File: config.mk
export PLATFORM = sky130hd
export DESIGN_NAME = radarscp_grid_sweep
export DESIGN_NICKNAME = d
export VERILOG_FILES = /design/src/rtl/radarscp_grid_sweep.sv
export SDC_FILE = /design/constraint.sdc
export NUM_CORES = 1
export LEC_CHECK = 0
export BUFFER_PORTS_ARGS = -buffer_cell sky130_fd_sc_hd__buf_4
export CAP_MARGIN = 20
export CORE_MARGIN = 10
export CORE_UTILIZATION = 35
export DETAILED_ROUTE_END_ITERATION = 6
export GPL_ROUTABILITY_DRIVEN = 0
export SYNTH_ARGS = -nofsm -noshare
export SYNTH_HDL_FRONTEND = slang
export SYNTH_SLANG_ARGS = --single-unit
File: constraint.sdc
create_clock -name CLK_24M -period 2.1 [get_ports CLK_24M]
set_input_delay 0.21 -clock CLK_24M [delete_from_list [all_inputs] [get_ports CLK_24M]]
set_output_delay 0.21 -clock CLK_24M [all_outputs]
set_load 0.005 [all_outputs]
File: src/rtl/radarscp_grid_sweep.sv
// Radar-scope grid reveal: sweeps the star/grid field open line by line
// on frame starts, holds it fully open, and collapses it when disabled.
module radarscp_grid_sweep (
  input  logic       CLK_24M,
  input  logic       RESETn,
  input  logic       CLK_EN,
  input  logic       I_VBLKn,
  input  logic [7:0] I_V_CNT,
  input  logic       I_DISPLAY,
  input  logic       I_GRID_EN,
  input  logic [3:0] I_RATE,
  input  logic       I_FLIPn,
  output logic       O_DISPLAY,
  output logic       O_BUSY,
  output logic [1:0] O_STATE
);

  localparam logic [1:0] ST_IDLE  = 2'd0;
  localparam logic [1:0] ST_SWEEP = 2'd1;
  localparam logic [1:0] ST_FULL  = 2'd2;
  localparam logic [1:0] ST_COLL  = 2'd3;

  logic [1:0] state;
  logic [1:0] state_nx;
  logic [8:0] reveal;
  logic [8:0] reveal_nx;
  logic [3:0] fcnt;
  logic [3:0] fcnt_nx;
  logic       vblk_d;
  logic       fs;
  logic       step;
  logic [7:0] line;
  logic       gate;

  assign fs   = CLK_EN & vblk_d & ~I_VBLKn;
  assign step = (fcnt == I_RATE);

  always_comb begin
    state_nx  = state;
    reveal_nx = reveal;
    fcnt_nx   = fcnt;
    unique case (state)
      ST_IDLE: begin
        if (I_GRID_EN) begin
          state_nx  = ST_SWEEP;
          reveal_nx = 9'd0;
          fcnt_nx   = 4'd0;
        end
      end
      ST_SWEEP: begin
        if (!I_GRID_EN) begin
          state_nx = ST_COLL;
          fcnt_nx  = 4'd0;
        end else if (step) begin
          fcnt_nx   = 4'd0;
          reveal_nx = reveal + 9'd8;
          if (reveal >= 9'd248) begin
            reveal_nx = 9'd256;
            state_nx  = ST_FULL;
          end
        end else begin
          fcnt_nx = fcnt + 4'd1;
        end
      end
      ST_FULL: begin
        if (!I_GRID_EN) begin
          state_nx  = ST_COLL;
          reveal_nx = 9'd256;
          fcnt_nx   = 4'd0;
        end
      end
      ST_COLL: begin
        if (I_GRID_EN) begin
          state_nx = ST_SWEEP;
          fcnt_nx  = 4'd0;
        end else if (step) begin
          fcnt_nx = 4'd0;
          // clamp so a collapse entered at 0 cannot wrap
          if (reveal <= 9'd8) begin
            reveal_nx = 9'd0;
            state_nx  = ST_IDLE;
          end else begin
            reveal_nx = reveal - 9'd8;
          end
        end else begin
          fcnt_nx = fcnt + 4'd1;
        end
      end
      default: state_nx = ST_IDLE;
    endcase
  end

  always_ff @(posedge CLK_24M or negedge RESETn) begin
    if (!RESETn) begin
      state  <= ST_IDLE;
      reveal <= 9'd0;
      fcnt   <= 4'd0;
      vblk_d <= 1'b1;
    end else begin
      if (CLK_EN) vblk_d <= I_VBLKn;
      if (fs) begin
        state  <= state_nx;
        reveal <= reveal_nx;
        fcnt   <= fcnt_nx;
      end
    end
  end

  assign line = I_FLIPn ? I_V_CNT : (8'd255 - I_V_CNT);

  always_comb begin
    gate = 1'b0;
    unique case (1'b1)
      (state == ST_IDLE): gate = 1'b0;
      (state == ST_FULL): gate = 1'b1;
      default:            gate = ({1'b0, line} < reveal);
    endcase
  end

  assign O_DISPLAY = I_DISPLAY & gate;
  assign O_BUSY    = (state == ST_SWEEP) | (state == ST_COLL);
  assign O_STATE   = state;

endmodule

## Yosys cells after proc, flatten, opt, wreduce, memory -nomap -nowiden

Cells that the tools add are included.

| cells by class | value |
|---|---|
| equality and inequality tests | 14 |
| muxes and demuxes | 26 |
| $add $sub $neg | 4 |
| $lt $le $gt $ge | 3 |
| bitwise gates (word level) | 5 |
| reduce and logical (&&, ||, !) cells | 4 |

Operators by type and width:

| cell | number |
|---|---|
| 9-bit 2-to-1 mux | 8 |
| 9-bit one-hot mux with 4 select lines | 1 |
| 4-bit 2-to-1 mux | 5 |
| 2-bit 2-to-1 mux | 8 |
| 4-bit one-hot mux with 4 select lines | 1 |
| 7-bit AND reduction | 2 |
| 2-bit inequality test (second input constant) | 6 |
| 3-bit inequality test (second input constant) | 4 |
| 9-bit by 4-bit adder with 9-bit output (second input constant) | 1 |
| 9-bit by 8-bit greater-or-equal comparator with 1-bit output (second input constant) | 1 |
| 9-bit by 4-bit <= comparator with 1-bit output (second input constant) | 1 |
| 8-bit by 9-bit < comparator with 1-bit output | 1 |
| 9-bit by 4-bit subtractor with 9-bit output (second input constant) | 1 |
| 8-bit 2-to-1 mux | 1 |
| 2-bit one-hot mux with 4 select lines | 1 |
| 8-bit subtractor (first input constant) | 1 |
| 4-bit by 1-bit adder with 4-bit output (second input constant) | 1 |
| 2-bit equality test (second input constant) | 2 |
| 4-bit equality test | 1 |
| 1-bit bitwise AND | 3 |
| 3-bit AND reduction | 1 |
| 2-bit by 1-bit equality test with 1-bit output (second input constant) | 1 |
| 2-bit zero test | 1 |
| 1-bit one-hot mux with 2 select lines | 1 |
| other kinds (2) | 2 |

| word-level totals | value |
|---|---|
| bits of input ports | 19 |
| bits in registers | 16 |
| word-level logic and storage cells | 60 |

## Depth between registers and ports, before layout

Gate-level depths: netlist of the first run.

| logic depth | value |
|---|---|
| word-level depth | 5 |
| gate-level depth with buffers | 8 |

## Worst setup path after synthesis of the first run

Ideal clock, no wire load.

| path | value |
|---|---|
| kind | register to register |
| from | register state[0], in the netlist O_STATE[0] |
| to | register reveal[8] |
| arrival time | 1.827 ns |
| required time | 1.975 ns |
| buffers on the path | 1 |
| library setup time | 0.125 ns |
| cell stages (with the launch flop) | 7 |
| path slack | 0.148 ns |
| cells stage by stage | dfrtp_1 -> ha_1 -> or2_2 -> a21boi_2 -> or2_1 -> buf_6 -> mux2_4 |

| on the way | value |
|---|---|
| cells in the longest elaborated chain, start to end | 3 |

RTL lines:

| what | line | text |
|---|---|---|
| start: declaration | 23 | `logic [1:0] state;` |
| start signal: assignment | 102 | `state <= state_nx;` |
| 2-bit equality test, or another cell as far along | 42 | `unique case (state)` |
| 2-bit inequality test (no source line) | n/a |  |
| 7-bit AND reduction (no source line) | n/a |  |
| end signal: assignment | 103 | `reveal <= reveal_nx;` |
| end: declaration | 25 | `logic [8:0] reveal;` |

Parallel ways exist; a longest one is shown, timed or not.
A chain may end at the register's enable or synchronous reset.

## Final worst setup path of the first run

| path | value |
|---|---|
| from | register reveal[3] |
| to | output port O_DISPLAY |

| on the way | value |
|---|---|
| cells in the longest elaborated chain, start to end | 3 |

RTL lines:

| what | line | text |
|---|---|---|
| 8-bit by 9-bit < comparator with 1-bit output | 116 | `default: gate = ({1'b0, line} < reveal);` |
| 1-bit one-hot mux with 2 select lines | 113 | `unique case (1'b1)` |
| 1-bit bitwise AND | 120 | `assign O_DISPLAY = I_DISPLAY & gate;` |
| end: declaration | 13 | `output logic O_DISPLAY,` |

Every way passes these cells.

==> results of run 1 <==
## state kept, by name (all words and copies together), names as in the netlist
| signal | count |
|---|---|
| vblk_d | 1 |
| reveal | 6 |
| O_STATE | 2 |
| fcnt | 4 |
## cell usage after synthesis, types with 2 or more instances
cell type / n
o21ai_0: 5
a21oi_1: 7
ha_1: 13
mux2_2: 2
a211o_1: 2
o21bai_1: 2
o31ai_1: 3
nor3b_1: 4
a32oi_1: 2
o21a_1: 4
nand3_1: 4
inv_1: 9
xor2_1: 6
clkbuf_1: 3
o21ai_1: 3
nor3_1: 3
nand2_1: 5
o31ai_2: 2
nor2_1: 7
buf_6: 2
mux2i_1: 2
xnor2_1: 7
or2_1: 2
mux2_1: 2
dfrtp_1: 12
## power by group
group	total (mW)	internal, mW	switching (mW)
Sequential	0.395	0.320	0.0753
Combinational	1.08	0.523	0.561
Clock	0.160	0.0737	0.0858
Total	1.64	0.917	0.722
## kinds of logic after synthesis
kind of cell             after synthesis  synth area share (%)
AO/OA/AOI/OAI                         37                 21.45
AND/OR/NAND/NOR                       32                 15.96
buffers and inverters                 15                 6.010
XOR/XNOR                              13                 9.430
adder cells (fa/ha/maj)               13                 13.47
flip-flops                            13                 27.05
multiplexers                           7                 6.632
## placed cells by master, fill, tap and decap left out, types with 3 or more instances in the layout
cell      Yosys  final
buf_4         0     31
ha_1         13     12
dfrtp_1      12     11
inv_1         9      7
xnor2_1       7      7
nor2_1        7      7
a21oi_1       7      6
xor2_1        6      6
o21ai_0       5      5
nand2_1       5      5
o21a_1        4      4
nand3_1       4      4
o21ai_1       3      3
nor3b_1       4      3
nor3_1        3      3
o31ai_1       3      3
clkbuf_4      0      3
## stage by stage
step | worst slack [ns] | util [%] | hold WS [ns]
finish | 0.05161 | 45.56 | 0.1701
global route | -0.05027 | 45.56 | 0.1597
CTS | 0.01243 | 44.13 | 0.1639
detailed placement | 0.03679 | 42.82 | 0.06681
global placement | 0.1048 | 42.82 | 0.06389
floorplan | 0.1483 | - | -0.08559
## cell type report
class / instances / area share [%]
Clock buffer: 4 / 1.728
Inverter: 9 / 2.222
Multi-Input combinational cell: 102 / 54.73
Timing Repair Buffer: 32 / 15.97
Tap cell: 46 / 3.786
Sequential cell: 13 / 21.56
## metal layers
| layer | up-vias | share of wire [%] |
|---|---|---|
| li1 | 524 | - |
| met1 | 475 | 46 |
| met5 | - | 0 |
| met2 | 21 | 47 |
| met4 | 0 | 1.6 |
| met3 | 4 | 5.6 |
## final timing paths
path	endpoint	slack [ns]	cells after the start
max	O_DISPLAY	0.05	8
min	vblk_d	0.17	2
max reg2reg	O_STATE[1]	0.11	7
min reg2reg	fcnt[3]	0.55	2
max in group asynchronous	vblk_d	1.57	2
min in group asynchronous	fcnt[2]	0.30	2
## repair_timing
| item | CTS | global route |
|---|---|---|
| pin swaps | 0 | 4 |
| setup endpoints to repair | 1 | 6 |
| cloned | 0 | 0 |
| resized for setup | 0 | 7 |
| endpoints found under the hold margin | 13 | 0 |
| setup buffers | 1 | 3 |
| hold buffers | 1 | 0 |
==> results_dict.tcl, run 1 <==
set metrics [dict create \
    stdcell_count 206 \
    crit_slowest_cell "dfrtp_1" \
    track_usage_pct 8.960 \
    seq_area_um2 327.8 \
    path_cells "inv_2 > ha_4 > o21a_1 > o21a_1 > o211ai_1 > a21oi_2 > a21oi_1 > buf_4" \
    critPathRequiredTime_ns 1.89 \
    async_flop_share_pct 100.0 \
    netlist_area_um2 1207 \
    syn_area_per_cell_um2 9.288 \
    initial_core_util_pct 36.18 \
    total_power_mw 1.640 \
    clock_latency_ns 0.28 \
    critPathCaptureType "output pin" \
    hp-class "in -> reg" \
    routedWlPerCell_um 12.98 \
    vias 1024 \
    ys_types 42 \
    antenna_found_initial 0 \
    drcViolationCount 0 \
    rsz0062_at_grt "true" \
    tightest_slew_ns 0.5253 \
    fp.dieH_um 78.74 \
    clock_path_buffers 2 \
    rr_startpoint "O_STATE[0]" \
    dp_cells 197 \
    diodes 0 \
    fin_crit_ns 2.048 \
    die_x_um 78.74 \
    grt_pass1_wl_um 4692 \
    numPortBuffers 19 \
    rows 21 \
    syn_inst 130 \
    multi_input_area_um2 832.0 \
    core_um2 3337 \
    grtUsageMet2_pct 14.80 \
    setup_violations 0 \
    synth_nets 162 \
    path_delay_family "compound AO/OA/AOI/OAI gates" \
    ios 23 \
    detailed_place_hpwl_um 2168 \
    max_stage_delay_ns 0.39 \
    cts_sinks 13 \
    min-delay-start "I_VBLKn" \
    top_usage_layer "met2" \
    timing.critical_path.buf_inv 2 \
    maxCapViolations 0 \
    yosysTopAreaCell "dfrtp_1" \
    nNetsFinal 193 \
    status "completed" \
    grt-ovfl-total 0 \
    finalMaxSlewViolations 0 \
    worstPathArrival_ns 1.84 \
    worstSetupStartpoint "reveal[3]" \
    design_area_um2 1520 \
    cts_tree "built" \
    synthTopCellsByArea "dfrtp_1 (25%), ha_1 (13%), xnor2_1 (5.1%)" \
    cts.root.buffer_cell "clkbuf_4" \
    synth_edf_count 0 \
    p_leak_nw 0.6785 \
    drtAntennaViolNets 0 \
    finClkSkew_ns 0.004430 \
    die_area_um2 6199 \
    path_class "reg -> out" \
    viasPerCell 4.971 \
    power_per_cell_area_nw_per_um2 1079 \
    use_met3_pct 2.703 \
    cp_max_fo 2 \
    drtPass1Iterations 4 \
    area_growth_pct 25.91 \
    synth_top_area_share_pct 24.87 \
    max_freq_mhz 488.2 \
    path_clk_slew_ns 0.08 \
    htreeDepth 1 \
    slew_headroom_pct 64.61 \
    drt_iter0_drc 33 \
    synth_warnings 0 \
    fillers 323 \
    placed_area_um2 1429 \
    ys_ff_latch 13 \
    grt_pass1_vias 1003 \
    synth_flop_cell "dfrtp_1" \
    cts_buffers 3 \
    tns_ns 0 \
    crit_top_cell "o21a_1" \
    ys_seq_area_share_pct 27.05 \
    wl_um 2674 \
    grt_max_degree 14 \
    final_hold_viol_count 0 \
    met1_usage_pct 10.55 \
    peakVddDrop_v 0.0005926 \
    worst_setup_path_start_kind "register" \
    period_share_pct 97.54 \
    drive_above_1_share_pct 33.13 \
]
Power figures use the tool's default switching activity.
==> run 2: changes to the inputs <==
--- a/config.mk
+++ b/config.mk
@@ -5,12 +5,13 @@
 export SDC_FILE = /design/constraint.sdc
 export NUM_CORES = 1
 export LEC_CHECK = 0
+export ABC_AREA = 1
 export BUFFER_PORTS_ARGS = -buffer_cell sky130_fd_sc_hd__buf_4
-export CAP_MARGIN = 20
 export CORE_MARGIN = 10
 export CORE_UTILIZATION = 35
 export DETAILED_ROUTE_END_ITERATION = 6
 export GPL_ROUTABILITY_DRIVEN = 0
+export SLEW_MARGIN = 20
 export SYNTH_ARGS = -nofsm -noshare
 export SYNTH_HDL_FRONTEND = slang
 export SYNTH_SLANG_ARGS = --single-unit
==> run 2 against run 1 <==
  * Clock skew barely moved
  * Total power decreased by 30%
  * Utilization is 1.8 points lower
  * Wire length down 0.15%
  * Via count rose by 15%
  * Largest power group unchanged
==> results_dict.tcl, run 2 <==
set metrics [dict create \
    status "completed" \
    peakVddDrop_v 0.0004428 \
    largest_register_ffs 6 \
    drtAntennaViolNets 0 \
    timing.critical_path.buf_inv 2 \
    setup_violations 0 \
    area_growth_pct 19.80 \
    crit_top_cell "nand2_1" \
    holdPathEnd "vblk_d" \
    clock_latency_ns 0.28 \
    die_area_um2 6319 \
    async_flop_share_pct 100.0 \
    initial_core_util_pct 36.54 \
    synth_common_cells "nand2_1 (71), inv_1 (29), nand3_1 (18)" \
    nNetsFinal 250 \
    antenna_found_initial 0 \
    path_clk_slew_ns 0.09 \
    p_leak_nw 0.8272 \
    path_delay_family "flip-flops" \
    diodes 0 \
    top_usage_layer "met2" \
    r2r_end "reveal[6]" \
    regMostFlops "reveal" \
    worstPathArrival_ns 1.75 \
    crit_slowest_cell "dfrtp_1" \
    cts_tree "built" \
    finClkSkew_ns 0.004312 \
    maxCapViolations 0 \
    cts.root.buffer_cell "clkbuf_4" \
    hp-class "in -> reg" \
    synth_most_common_cell "nand2_1" \
    reg2reg_depth 9 \
    slew_headroom_pct 84.10 \
    rows 21 \
    use_met3_pct 3.716 \
    worstHoldPathCells 2 \
    track_usage_pct 8.780 \
    worst_setup_path_start_kind "register" \
    path_class "reg -> out" \
    cts_buffers 3 \
    viasPerCell 4.464 \
    rsz0062_at_grt "false" \
    drive_above_1_share_pct 14.75 \
    drt_iter0_drc 64 \
    synth_top_area_share_pct 24.24 \
    critPathRequiredTime_ns 1.89 \
    cts_sinks 13 \
    clock_path_buffers 2 \
    cp_max_fo 7 \
    grt_pass1_vias 1131 \
    power_per_cell_area_nw_per_um2 778.3 \
    ios 23 \
    synthTopCellsByArea "dfrtp_1 (24%), nand2_1 (22%), ha_1 (13%)" \
    vias 1174 \
    ys_seq_area_share_pct 26.36 \
    met1_usage_pct 9.619 \
    grt_pass1_wl_um 4650 \
    tns_ns 0 \
    ys_types 20 \
    yosysTopAreaCell "dfrtp_1" \
    synth_warnings 0 \
    wl_um 2670 \
    min-delay-start "CLK_EN" \
    path_cells "inv_1 > ha_1 > o21ai_0 > nand2_1 > nand2_1 > nand2_1 > nand2_1 > nand2_1 > a21oi_1 > buf_4" \
    synth_nets 225 \
    final_hold_viol_count 0 \
    whs_ns 0.09330 \
    drcViolationCount 0 \
    layout_common_cells "nand2_1 (71), inv_1 (29), buf_4 (22)" \
    synth_flop_cell "dfrtp_1" \
    synth_edf_count 0 \
    ys_ff_latch 13 \
    fin_crit_ns 1.956 \
    numPortBuffers 19 \
    rr_startpoint "O_STATE[0]" \
    final_common_cell "nand2_1" \
    syn_area_per_cell_um2 6.418 \
    tightest_slew_ns 0.2385 \
    finalMaxSlewViolations 0 \
    syn_inst 193 \
    netlist_area_um2 1239 \
    max_stage_delay_ns 0.48 \
    die_x_um 79.49 \
    grt-ovfl-total 0 \
    grt_max_degree 14 \
    core_um2 3390 \
    critPathCaptureType "output pin" \
    period_share_pct 93.12 \
    max_freq_mhz 511.4 \
    cts_resized 0 \
    drtPass1Iterations 4 \
    grtUsageMet2_pct 15.61 \
    fp.dieH_um 79.49 \
    htreeDepth 1 \
    routedWlPerCell_um 10.15 \
    detailed_place_hpwl_um 2181 \
    reg2reg_slack_ns 0.34 \
]
==> run 2: timing repair <==
item,in CTS,in global routing
endpoints found under the hold margin,13,0
buffers inserted,0,0
hold buffers,1,0
==> run 2: through the flow <==
step / util (%) / total power, mW / worst slack [ns] / area [um2] / instances
after floorplan: - / 0.7888 / 0.5578 / 1239 / 193
after global placement: 42.71 / 1.002 / 0.3282 / 1448 / 258
after detailed placement: 42.71 / 1.004 / 0.3123 / 1448 / 258
after CTS: 43.78 / 1.174 / 0.1260 / 1484 / 263
after global routing: 43.78 / 1.293 / 0.005956 / 1484 / 263
final: 43.78 / 1.155 / 0.1445 / 1484 / 263
==> run 2: area by class of cell <==
| type | instances | area (um2) |
|---|---|---|
| Fill cell | 378 | 1906 |
| Clock buffer | 4 | 26.28 |
| Tap cell | 46 | 57.56 |
| Timing Repair Buffer | 23 | 175.2 |
| Sequential cell | 13 | 326.6 |
| Inverter | 30 | 112.6 |
| Multi-Input combinational cell | 147 | 785.8 |
==> run 2: how the worst max path moves through the flow <==
stage                           from   endpoint  cells past startpoint
final                      reveal[4]  O_DISPLAY                     10
after global routing       reveal[4]  O_DISPLAY                     10
after CTS                  reveal[4]  O_DISPLAY                     10
after detailed placement  O_STATE[0]  reveal[6]                     11
after global placement    O_STATE[0]  reveal[3]                      9
after floorplan              I_FLIPn  O_DISPLAY                     10
==> run 2: metal layers <==
layer / share of wire, % / vias up / wire (um)
li1: - / 647 / -
met1: 46 / 510 / 1215
met2: 49 / 15 / 1319
met3: 4.9 / 2 / 130
met4: 0.19 / 0 / 5
met5: 0 / - / 0
==> run 2: kinds of logic after synthesis <==
kind of cell | count (synthesis) | synth area share, %
XOR/XNOR | 10 | 7.070
adder cells (fa/ha/maj) | 13 | 13.13
AND/OR/NAND/NOR | 109 | 37.17
AO/OA/AOI/OAI | 15 | 6.060
flip-flops | 13 | 26.36
buffers and inverters | 33 | 10.20
==> run 2: power by group <==
| group | internal (mW) | switching, mW | total, mW | leakage, nW |
|---|---|---|---|---|
| logic | 0.270 | 0.368 | 0.638 | 0.638 |
| registers | 0.296 | 0.0610 | 0.357 | 0.175 |
| clock network | 0.0737 | 0.0865 | 0.160 | 0.0150 |
| total | 0.639 | 0.516 | 1.15 | 0.827 |
